**config.mk**
```make
export PLATFORM = sky130hd
export DESIGN_NAME = tick_countdown_timer
export DESIGN_NICKNAME = d
export VERILOG_FILES = /design/src/rtl/tick_countdown_timer.sv
export SDC_FILE = /design/constraint.sdc
export NUM_CORES = 1
export LEC_CHECK = 0
export ABC_CLOCK_PERIOD_IN_PS = 1900
export BUFFER_PORTS_ARGS = -buffer_cell sky130_fd_sc_hd__buf_2
export CELL_PAD_IN_SITES_DETAIL_PLACEMENT = 1
export CELL_PAD_IN_SITES_GLOBAL_PLACEMENT = 1
export CORE_ASPECT_RATIO = 0.75
export CORE_MARGIN = 10
export CORE_UTILIZATION = 34
export CTS_CLUSTER_SIZE = 8
export DETAILED_ROUTE_END_ITERATION = 10
export MAX_ROUTING_LAYER = met4
export PLACE_DENSITY_LB_ADDON = 0.1
export SLEW_MARGIN = 15
export SYNTH_ARGS = -nofsm -noshare
export SYNTH_HDL_FRONTEND = slang
export SYNTH_SLANG_ARGS = --single-unit
```
**constraint.sdc**
```tcl
create_clock -name clk -period 1.9 [get_ports clk]
set_input_delay 0.095 -clock clk [delete_from_list [all_inputs] [get_ports clk]]
set_output_delay 0.095 -clock clk [all_outputs]
set_load 0.05 [all_outputs]
```
**src/rtl/tick_countdown_timer.sv**
```systemverilog
// Two-digit BCD countdown timer with start / pause / clear command FSM and a one-cycle done pulse.
// Define TICK_COUNTDOWN_TIMER_SEG7_EN to add active-low 7-segment outputs hex1/hex0.
module tick_countdown_timer #(
    parameter int unsigned TENS_MAX = 9
) (
    input  logic       clk,
    input  logic       reset,
    input  logic       tick,
    input  logic       start,
    input  logic       pause,
    input  logic       clear,
    input  logic [7:0] load_val,
    output logic [7:0] count,
    output logic [1:0] state,
    output logic       busy,
    output logic       done
`ifdef TICK_COUNTDOWN_TIMER_SEG7_EN
    ,
    output logic [6:0] hex1,
    output logic [6:0] hex0
`endif
);

    typedef enum logic [1:0] {
        ST_IDLE    = 2'b00,
        ST_RUN     = 2'b01,
        ST_PAUSED  = 2'b10,
        ST_EXPIRED = 2'b11
    } state_t;

    localparam logic [3:0] TENS_LIMIT = 4'(TENS_MAX);

    state_t     state_r;
    state_t     state_s;
    logic [7:0] count_r;
    logic [7:0] count_s;
    logic       done_r;
    logic       done_s;
    logic [7:0] load_s;

    // Clamp each load digit so the count register only ever holds legal BCD.
    function automatic logic [7:0] sanitise(input logic [7:0] raw);
        logic [3:0] tens;
        logic [3:0] ones;
        tens = (raw[7:4] > TENS_LIMIT) ? TENS_LIMIT : raw[7:4];
        ones = (raw[3:0] > 4'd9)       ? 4'd9       : raw[3:0];
        return {tens, ones};
    endfunction

    // One BCD decrement with borrow; saturates at zero so the count cannot wrap.
    function automatic logic [7:0] bcd_dec(input logic [7:0] val);
        logic [7:0] res;
        if (val == 8'h00) begin
            res = 8'h00;
        end else if (val[3:0] != 4'd0) begin
            res = {val[7:4], val[3:0] - 4'd1};
        end else begin
            res = {val[7:4] - 4'd1, 4'd9};
        end
        return res;
    endfunction

    assign load_s = sanitise(load_val);

    // Next-state logic: clear > start > pause > tick, lower-priority inputs dropped.
    always_comb begin
        state_s = state_r;
        count_s = count_r;
        done_s  = 1'b0;
        if (clear) begin
            state_s = ST_IDLE;
            count_s = 8'h00;
        end else if (start) begin
            count_s = load_s;
            if (load_s == 8'h00) begin
                state_s = ST_EXPIRED;
                done_s  = 1'b1;
            end else begin
                state_s = ST_RUN;
            end
        end else if (pause) begin
            case (state_r)
                ST_RUN:    state_s = ST_PAUSED;
                ST_PAUSED: state_s = ST_RUN;
                default:   state_s = state_r;
            endcase
        end else if (tick && (state_r == ST_RUN)) begin
            // A count of 01 (or a corrupted 00) in RUN ends the countdown on this edge.
            if (count_r <= 8'h01) begin
                count_s = 8'h00;
                state_s = ST_EXPIRED;
                done_s  = 1'b1;
            end else begin
                count_s = bcd_dec(count_r);
            end
        end else begin
            state_s = state_r;
            count_s = count_r;
        end
    end

    // State, count and done registers.
    always_ff @(posedge clk or negedge reset) begin
        if (!reset) begin
            state_r <= ST_IDLE;
            count_r <= 8'h00;
            done_r  <= 1'b0;
        end else begin
            state_r <= state_s;
            count_r <= count_s;
            done_r  <= done_s;
        end
    end

    assign count = count_r;
    assign state = state_r;
    assign busy  = (state_r == ST_RUN) || (state_r == ST_PAUSED);
    assign done  = done_r;

`ifdef TICK_COUNTDOWN_TIMER_SEG7_EN
    // Active-low {g,f,e,d,c,b,a} glyphs; non-BCD codes blank the digit.
    function automatic logic [6:0] seg7(input logic [3:0] digit);
        logic [6:0] seg;
        case (digit)
            4'd0:    seg = 7'b1000000;
            4'd1:    seg = 7'b1111001;
            4'd2:    seg = 7'b0100100;
            4'd3:    seg = 7'b0110000;
            4'd4:    seg = 7'b0011001;
            4'd5:    seg = 7'b0010010;
            4'd6:    seg = 7'b0000010;
            4'd7:    seg = 7'b1111000;
            4'd8:    seg = 7'b0000000;
            4'd9:    seg = 7'b0010000;
            default: seg = 7'b1111111;
        endcase
        return seg;
    endfunction

    assign hex1 = seg7(count_r[7:4]);
    assign hex0 = seg7(count_r[3:0]);
`endif

endmodule

```
# Word-level counts from Yosys, hierarchy flattened
# Index checks and enable logic that the tools add are counted.
# classes
reduce_logical	11
bitwise_logic	0
n_mux	22
multipliers	0
eq_ne	5
div	0
shifts	0
n_addsub	2
n_lt_le_gt_ge	3
# op_table
op	n
2-to-1 mux 8 bit	7
logical NOT 8 bit	2
2-to-1 mux 2 bit	6
nonzero test 4 bit	3
> comparator 4 bit, second input constant	2
<= comparator 8 x 1 -> 1 bit, second input constant	1
2-to-1 mux 4 bit	2
subtractor 4 x 1 -> 4 bit, second input constant	2
2-to-1 mux 1 bit	6
AND reduction 3 bit	2
!= test 5 x 2 -> 1 bit, second input constant	1
!= test 5 bit, second input constant	1
case mux 2 bit (2 select lines)	1
!= test 3 x 2 -> 1 bit, second input constant	1
nonzero test 3 bit	1
== test 2 x 1 -> 1 bit, second input constant	1
== test 2 bit, second input constant	1
AND reduction 2 bit	1
logical AND 1 bit	1
logical OR 1 bit	1
# totals
regBits	11
latchBits	0
mem_bits_ro	0
ramBits	0
n_memories	0
output_inout_bits	12
elab_cells	47

# Logic depth before layout (Yosys ltp)
# Gate-level depths: netlist of run 1.
# logic_depth
depth_word	8
ltp_mapped	7
depth_no_buf	6

# Least setup slack after synthesis of run 1
# OpenSTA, ideal clock, no wires.
# synth_timing
path_type	register to register
from	register count_r[4], in the netlist count[4]
to	register count_r[7], in the netlist count[7]
stages_incl_launch_ff	7
synth_period_minus_slack_ns	2.225
setup_time_ns	0.104
path_slack_ns	-0.325
arrival_ns	2.121
path_cell_list	dfrtp_1 > inv_1 > ha_1 > nor4b_1 > a21oi_1 > a221o_1 > o311ai_1
# synth_between
elab_chain_cells	8
elab_cells_between_ends	12
classes_between	1 x add/sub; 1 x order compare; 1 x eq/ne; 7 x mux; 2 x reduce/logical
# synth_rtl
item	line	rtl
start: declaration	35	logic [7:0] count_r;
start signal: assignment	110	count_r <= count_s;
subtractor 4 x 1 -> 4 bit	58	res = {val[7:4] - 4'd1, 4'd9};
2-to-1 mux 8 bit	55	end else if (val[3:0] != 4'd0) begin
2-to-1 mux 8 bit	53	if (val == 8'h00) begin
2-to-1 mux 8 bit	89	if (count_r <= 8'h01) begin
2-to-1 mux 8 bit	87	end else if (tick && (state_r == ST_RUN)) begin
2-to-1 mux 8 bit	81	end else if (pause) begin
2-to-1 mux 8 bit	73	end else if (start) begin
2-to-1 mux 8 bit	70	if (clear) begin
# Several ways; a longest one is shown, not always the timed one. The select of a mux whose other input is x is not followed.
# A chain may end at the register's enable or synchronous reset.

# Worst setup path in the final report of run 1
# Same ends and word-level chain as after synthesis.

==> results of run 1 <==
-- area by class of cell --
cell class | instances | area, sq um | share of cell area
multi-input combinational | 82 | 677 | 0.497
sequential | 11 | 284 | 0.209
timing repair buffer | 44 | 270 | 0.199
clock buffer | 4 | 45.0 | 0.0331
tap | 36 | 45.0 | 0.0331
inverter | 10 | 40.0 | 0.0294
-- how the worst max path moves through the flow --
| stage | start | to | slack, ns | cells past startpoint |
|---|---|---|---|---|
| 2_1_floorplan | count[2] | state[0] | -0.05 | 5 |
| 3_3_place_gp | count[4] | count[7] | 0.06 | 6 |
| 3_5_place_dp | state[1] | count[7] | 0.03 | 6 |
| 4_1_cts | state[1] | count[4] | 0.02 | 6 |
| 5_1_grt | count[5] | count[7] | -0.06 | 6 |
| 6_report | count[4] | count[7] | -0.002 | 6 |
-- Yosys cell counts, types with 2 or more instances --
master    number  area [sq um]
nor3_1         3          15.0
nor3b_1        2          15.0
inv_1         10          37.5
o22ai_1        2          12.5
mux2i_1        2          20.0
buf_2          2          10.0
a21oi_1       11          55.1
o21ai_0        4          20.0
a32oi_1        2          17.5
o311ai_1       2          17.5
dfrtp_1       11           275
nand2_1        4          15.0
nand3_1        2          10.0
or2_2          3          18.8
a221o_1        2          20.0
nor2_1         8          30.0
nor4_1         4          25.0
ha_1           4          50.1
clkbuf_1       2          7.51
-- critical path, cell delays in order, from the launching register on --
cell and delay (ns):
dfrtp_2 0.42, inv_4 0.08, ha_4 0.16, or3b_4 0.40, a211o_4 0.37, a221o_1 0.29, o311ai_1 0.08
-- per-stage QoR --
stage	setup TNS (ns)	cells
3_5_place_dp	0	178
4_1_cts	0	183
3_3_place_gp	0	178
5_1_grt	-0.0944	187
2_1_floorplan	-0.126	108
6_report	-0.00193	187
-- cells by family after synthesis --
family | Yosys count
buf+inv | 15
compound gates | 38
fa+ha+maj | 4
flops | 11
simple gates | 37
mux | 3
-- state kept, by name (all words and copies together), names as in the netlist --
name and count:
state 2, done 1, count 8
-- what timing repair did --
| action | CTS | global route |
|---|---|---|
| endpoints found under the setup margin | 0 | 3 |
| endpoints found under the hold margin | 11 | 0 |
| gates resized for setup | 0 | 7 |
| hold buffers | 1 | 0 |
| buffers inserted | 0 | 4 |
-- per-layer routing --
layer	vias to the layer above	global-route usage
li1	506	-
met1	513	0.184
met2	30	0.200
met3	2	0.0299
met4	0	0.0194
met5	-	-
-- power by group through the flow --
stage                     sequential, uW  clock [uW]  combinational [uW]
final                                272         248                 375
after detailed placement             274           0                 347
after global routing                 275         275                 406
after CTS                            270         258                 351
after floorplan                      329           0                 178
after global placement               273           0                 343
==> flow_summary_export.csv, run 1 <==
group,metric,value,unit
run_status,outcome,"finished, violations left",
run_status,violations,"setup timing",
worst_setup_path,r2r-end,"count[7]",
worst_hold_path,hp-class,"primary input to register",
place,dpl_worst_slack,0.0277,ns
worst_setup_path,worstPathMaxFanout,4,
sta,relSlewSlack,0.724,
route,drc,0,
synth,ys_warn_count,0,
grt,grt_antenna_before_repair,0,
floorplan,design.core.area,0.00266,sq mm
synth,synth-simple-area-share,0.225,
synth,synthCells,108,
synth,synth_ff_type,"dfrtp_1",
pwr,p_total,895,uW
cells_and_area,drive_gt1_frac,0.483,
pwr,leakagePower,0.000598,uW
cts,clock_path_buffers,2,
sta,setup_slack,-0.00193,ns
cts,cts_max_level,1,
cells_and_area,post-route-util,0.511,
pwr,p_per_area,657,mW/mm^2
cells_and_area,stdcell_area,0.00136,sq mm
synth,synth-edff-count,0,
place,dpl_cell_area,0.00124,sq mm
synth,synth_xor_area_frac,0,
pwr,clock_power_share,0.278,
synth,synthAdderAreaFrac,0.0520,
pwr,p_comb_frac,0.419,
cells_and_area,final_common_cell,"buf_2",
route,wl_met2,1490,microns
sta,tightest_slew,0.412,ns
synth,syn_area,962,sq um
worst_setup_path,start_kind,"register",
pwr,power.internal,545,uW
cts,cts-buffers-inserted,3,
grt,grt_max_degree,14,
cells_and_area,final_nets,170,
worst_setup_path,worst-setup-path-type,"register to register",
cells_and_area,mostFrequentLayoutCells,"buf_2 (25), buf_4 (18), a21oi_1 (11)",
worst_setup_path,endpoint_kind,"register",
worst_hold_path,whs_path_depth,3,
route,routed_via_density,5.62,
floorplan,pin_count,26,
synth,synth_top_family_by_area,"compound AO/OA/AOI/OAI gates",
synth,syn-num-nets,126,
flow_run,max_cap_violations,0,
floorplan,dieHeight,66.1,microns
sta,drv_slew,0,
floorplan,die-width,81.4,microns
sta,min_period_over_period,1.00,
cts,ctsRootBufferMaster,"clkbuf_8",
route,drtIter0Drc,46,
sta,whs,0.188,ns
pwr,p_switching,350,uW
cts,clk_latency,0.24,ns
route,drt-wirelength-per-cell,18.2,microns
sta,setup_viol,1,
route,drt_wl_total,3410,microns
floorplan,die_area,0.00538,sq mm
grt,grt_usage,0.134,
cells_and_area,syn2layout_area_growth,41.5,%
place,hpwl,2590,microns
synth,muxShareOfSynthArea,0.0325,
pwr,power_frac_seq,0.304,
sta,rsz0062_at_grt,"yes",
grt,grt_pass1_wl,5560,microns
cts,cts_tree,"built",
worst_setup_path,rrSetupSlack,-0.002,ns
grt,grt_pass1_vias,1129,
worst_setup_path,reg2reg_from,"count[4]",
worst_hold_path,min-delay-start,"load_val[4]",
worst_setup_path,critPathRequiredTime,2.04,ns
pwr,sw_frac_of_total,0.391,
synth,synth-seq-area-share,0.286,
synth,synth-compound-area-share,0.336,
route,wl_met3,165,microns
synth,synthDistinctLibCells,47,
sta,min_period,1.90,ns
synth,avgSynthCellArea,8.91,sq um
sta,timing.final.hold_violations,0,
worst_setup_path,critPathArrivalTime,2.04,ns
floorplan,initial_core_util,0.361,
grt,gr-total-overflow,0,
floorplan,core.rowCount,16,
cells_and_area,nFillCells,338,
worst_setup_path,r2r.worst_path.cells,6,
worst_hold_path,holdPathEnd,"count[4]",
route,highest_layer,"met4",
route,firstDrtPassIters,4,
sta,max_clock_freq,526,MHz
synth,synthArstFlopShare,1.00,
cts,path_clk_slew,0.06,ns
place,place.gp.congestion,0.779,
sta,skew,0.00178,ns
cts,clock_sinks,11,
route,drt-met1-wl,1730,microns
synth,ys_ff_latch,11,
route,ant_nets,0,
route,vias,1051,
cells_and_area,antenna_cells,0,
place,io_buffers,25,
pwr,ir_worst_vdd,0.483,mV
No activity file was read; power rests on OpenSTA's default activity.
==> inputs of run 2 (changes only) <==
ABC_CLOCK_PERIOD_IN_PS = 2200   (was 1900)
CORE_UTILIZATION = 41   (was 34)
SLEW_MARGIN = 25   (was 15)
clock period = 2.2 ns   (was 1.9 ns; I/O delays follow)
==> run 2 against run 1 <==
  * Fmax shrank 7.1%
  * Worst setup slack better by 0.16 ns
  * Total power shrank 26%
  * The flow now finishes without violations
  * Design area decreased by 13%
  * Combinational power down 26%
  * Hold slack lost 0.031 ns
  * Non-clock buffer count is 15 lower
  * Global-route usage up 0.42 points
  * Sequential share of layout area rose by 2.6 points
  * Die area down 13%
==> flow_summary_export.csv, run 2 (same netlist as run 1, synthesis figures left out) <==
group,metric,value,unit
run_status,outcome,"finished clean",
route,routed_via_density,6.02,
route,vias,1023,
cts,clock_sinks,11,
cells_and_area,final_cells,170,
cts,postCtsSetupBuffers,0,
grt,grt_usage,0.139,
worst_setup_path,worst-setup-path-type,"register to register",
cells_and_area,post-route-util,0.520,
sta,fin_setup_tns,0,ns
worst_setup_path,start_kind,"register",
cells_and_area,nFillCells,281,
sta,setup_viol,0,
route,drtIter0Drc,77,
cts,cts-buffers-inserted,3,
place,dp_cells,165,
cts,path_clk_slew,0.07,ns
grt,grt_pass1_vias,1074,
place,hpwl,2410,microns
worst_setup_path,worstPathMaxFanout,8,
grt,gr-total-overflow,0,
sta,tightest_slew,0.492,ns
floorplan,core.rowCount,15,
sta,relSlewSlack,0.667,
route,drt-wirelength-per-cell,18.3,microns
place,dpl_cell_area,0.00112,sq mm
cells_and_area,antenna_cells,0,
route,drt_wl_total,3100,microns
worst_setup_path,critPathRequiredTime,2.37,ns
sta,drv_slew,0,
grt,grt_antenna_before_repair,0,
cts,clk_latency,0.28,ns
cts,ctsRootBufferMaster,"clkbuf_4",
worst_setup_path,endpoint_kind,"register",
grt,grt_max_degree,14,
pwr,ir_worst_vdd,0.289,mV
worst_setup_path,crit_start,"count[4]",
sta,min_period_over_period,0.930,
flow_run,max_cap_violations,0,
sta,skew,0.00439,ns
cells_and_area,syn2layout_area_growth,22.6,%
cells_and_area,largest_reg_flops,8,
route,drc,0,
worst_hold_path,min-delay-start,"load_val[4]",
worst_setup_path,reg2reg_from,"count[4]",
floorplan,design.core.area,0.00227,sq mm
sta,rsz0062_at_grt,"no",
cts,clock_path_buffers,2,
floorplan,initial_core_util,0.424,
cells_and_area,stdcell_area,0.00118,sq mm
cells_and_area,final_nets,155,
sta,timing.final.hold_violations,0,
floorplan,dieHeight,62.0,microns
floorplan,pin_count,26,
floorplan,die_area,0.00470,sq mm
place,io_buffers,25,
cts,cts_max_level,1,
sta,max_clock_freq,489,MHz
worst_hold_path,hp-class,"primary input to register",
worst_setup_path,critPathArrivalTime,2.22,ns
floorplan,die-width,75.9,microns
cells_and_area,drive_gt1_frac,0.324,
pwr,leakagePower,0.000522,uW
grt,grt_pass1_wl,5130,microns
cells_and_area,mostFrequentLayoutCells,"buf_2 (25), a21oi_1 (11), inv_1 (10), dfrtp_1 (10), nor2_1 (8)",
cells_and_area,final_common_cell,"buf_2",
route,firstDrtPassIters,4,
pwr,p_per_area,560,mW/mm^2
place,place.gp.congestion,0.917,
sta,min_period,2.05,ns
route,ant_nets,0,
cts,cts_tree,"built",
## run 2: changes by cell type in the layout (fill, tap and decap cells not counted), moves of 3 or more
cell      previous run  this run
buf_4               18         3
clkbuf_4             0         3
clkbuf_8             3         0
dfrtp_1              4        10
dfrtp_2              7         1
## run 2: cell type report
type,instances,area [sq um],area share
Inverter,10,37.5,0.0318
Clock buffer,4,26.3,0.0223
Timing Repair Buffer,29,158,0.134
Sequential cell,11,277,0.234
Multi-Input combinational cell,82,639,0.542
Tap cell,34,42.5,0.0361
## run 2: final timing paths
kind / endpoint / slack (ns) / cells past startpoint
min: count[4] / 0.16 / 3
max in group asynchronous: count[4] / 1.70 / 2
min reg2reg: state[1] / 0.58 / 2
max reg2reg: count[7] / 0.15 / 6
max: count[7] / 0.15 / 6
min in group asynchronous: done / 0.25 / 2
## run 2: power by group
part	internal [uW]	switching (uW)
logic	95.7	182
registers	215	19.7
clock network	70.4	78.1
## run 2: metrics by stage
step	hold slack [ns]	total power (uW)	worst slack [ns]
after floorplan	-0.186	429	0.0557
after global placement	0.00524	501	0.175
after detailed placement	0.00286	508	0.0978
after CTS	0.161	656	0.0739
after global routing	0.171	698	0.0395
final	0.157	661	0.154
## run 2: metal layers
metal  up-vias  global-route usage  share of wire
li1        478                   -              -
met4         0              0.0323         0.0071
met3         2              0.0230          0.049
met2        33               0.220           0.46
met5         -                   -              0
met1       510               0.182           0.49
## run 2: worst max-delay path, stage by stage, from the launching register on
cell	delay [ns]
dfrtp_2	0.44
inv_1	0.15
ha_4	0.20
or3b_1	0.38
a211o_1	0.37
a221o_1	0.31
o311ai_1	0.09
## run 2: repair_timing
action,in CTS,in global routing
resized for setup,0,3
hold buffers,1,0
hold endpoints to repair,11,0
setup endpoints to repair,0,3
==> inputs of run 3 (changes only) <==
CORE_MARGIN = unset   (was 10)
RECOVER_POWER = 50   (was unset)
==> run 3 against run 2 <==
  * Register-to-register slack worse by 0.07 ns
  * Sequential power about the same
  * Worst setup slack worse by 0.069 ns
  * Die area down 46%
  * First-iteration DRC count down 58%
  * Hold slack better by 0.0050 ns
  * Final cell count down 5.9%
  * Global-route usage up 14 points
  * Fmax down 3.3%
  * Utilization up 2.6 points
  * Non-clock buffer count unchanged
  * Critical endpoint unchanged
==> flow_summary_export.csv, run 3 (same netlist as run 1, synthesis figures left out) <==
group,metric,value,unit
route,drt_wl_total,3030,microns
cells_and_area,final_cells,160,
worst_hold_path,hp-class,"primary input to register",
floorplan,dieHeight,44.0,microns
flow_run,max_cap_violations,0,
grt,grt_pass1_wl,5020,microns
sta,relSlewSlack,0.548,
route,routed_via_density,6.46,
route,drc,0,
route,vias,1033,
grt,grt_max_degree,14,
cts,postCtsSetupBuffers,0,
grt,grt_pass1_vias,983,
sta,skew,0.00805,ns
sta,tightest_slew,0.677,ns
pwr,p_per_area,569,mW/mm^2
cts,path_clk_slew,0.07,ns
cts,clock_sinks,11,
place,dp_cells,155,
floorplan,initial_core_util,0.458,
sta,timing.final.hold_violations,0,
worst_setup_path,critPathArrivalTime,2.29,ns
sta,max_clock_freq,473,MHz
place,hpwl,2220,microns
worst_setup_path,endpoint_kind,"register",
worst_setup_path,worst-setup-path-type,"register to register",
sta,fin_setup_tns,0,ns
grt,gr-total-overflow,0,
cts,ctsRootBufferMaster,"clkbuf_4",
cts,cts_tree,"built",
worst_setup_path,worstPathMaxFanout,8,
cells_and_area,final_common_cell,"buf_2",
worst_setup_path,critPathRequiredTime,2.38,ns
cts,clock_path_buffers,2,
route,drt-wirelength-per-cell,18.9,microns
cts,cts_max_level,1,
floorplan,pin_count,26,
cells_and_area,largest_reg_flops,8,
pwr,ir_worst_vdd,0.285,mV
floorplan,core.rowCount,14,
grt,grt_usage,0.276,
cells_and_area,mostFrequentLayoutCells,"buf_2 (18), a21oi_1 (11), inv_1 (10), dfrtp_1 (10)",
run_status,outcome,"finished clean",
cells_and_area,antenna_cells,0,
cells_and_area,drive_gt1_frac,0.272,
place,io_buffers,25,
cells_and_area,final_nets,155,
cts,cts-buffers-inserted,3,
place,place.gp.congestion,0.880,
cts,clk_latency,0.28,ns
floorplan,die_area,0.00255,sq mm
grt,grt_antenna_before_repair,0,
floorplan,die-width,57.9,microns
worst_setup_path,start_kind,"register",
sta,rsz0062_at_grt,"no",
sta,min_period_over_period,0.962,
sta,setup_viol,0,
pwr,leakagePower,0.000494,uW
route,drtIter0Drc,32,
floorplan,design.core.area,0.00210,sq mm
sta,drv_slew,0,
sta,min_period,2.12,ns
cells_and_area,syn2layout_area_growth,19.2,%
route,ant_nets,0,
route,firstDrtPassIters,4,
[run 3: changes by cell type in the layout (fill, tap and decap cells not counted)]
cell / before / now
ha_2: 0 / 1
buf_2: 25 / 18
a211oi_1: 1 / 0
nor4b_1: 0 / 1
nor4b_2: 1 / 0
a211oi_2: 0 / 1
clkbuf_1: 1 / 8
ha_4: 1 / 0
[run 3: report_power, final]
group,leakage [uW],switching [uW],internal [uW],total (uW)
Clock,0.0000150,77.1,70.4,147
Sequential,0.000144,20.7,216,236
Combinational,0.000335,181,87.8,269
Total,0.000494,279,374,652
[run 3: critical path: stages (launching register included)]
cell      delay, ns
dfrtp_2        0.44
inv_1          0.12
ha_2           0.27
or3b_1         0.42
a211o_1        0.37
a221o_1        0.32
o311ai_1       0.08
[run 3: area by class of cell]
class                           instances  area, sq um
Timing Repair Buffer                   29          149
Sequential cell                        11          277
Fill cell                             268          955
Clock buffer                            4         26.3
Inverter                               10         37.5
Tap cell                               24         30.0
Multi-Input combinational cell         82          628
[run 3: routing by layer]
metal | wire length [microns] | vias to the layer above | track usage
met1 | 1500 | 513 | 0.389
met4 | 32 | 0 | 0.0524
met2 | 1340 | 36 | 0.400
met5 | 0 | - | -
met3 | 149 | 8 | 0.0716
li1 | - | 476 | -
[run 3: worst paths after layout]
kind                             start  slack [ns]  depth (start not counted)       end
setup / recovery              count[4]        0.08                          6  count[7]
hold / removal             load_val[4]        0.16                          3  count[4]
setup reg to reg              count[4]        0.08                          6  count[7]
hold reg to reg               state[0]        0.56                          1  state[0]
max in group asynchronous        reset        1.35                          2  count[4]
min in group asynchronous        reset        0.37                          2  state[0]
[run 3: stage by stage]
step | utilization | instance area, sq um | worst slack (ns) | hold WS (ns) | total power [uW]
floorplan | - | 963 | 0.0557 | -0.186 | 429
global placement | 0.529 | 1110 | 0.177 | 0.00371 | 496
detailed placement | 0.529 | 1110 | 0.0417 | 0.00771 | 503
CTS | 0.549 | 1150 | 0.0101 | 0.158 | 660
global route | 0.546 | 1150 | 0.0121 | 0.151 | 686
finish | 0.546 | 1150 | 0.0846 | 0.162 | 652
[run 3: timing repair]
item | 4_1_cts | 5_1_grt
hold buffers | 1 | 0
setup endpoints to repair | 1 | 2
pin swaps | 0 | 1
gates resized for setup | 1 | 1
hold endpoints to repair | 11 | 0
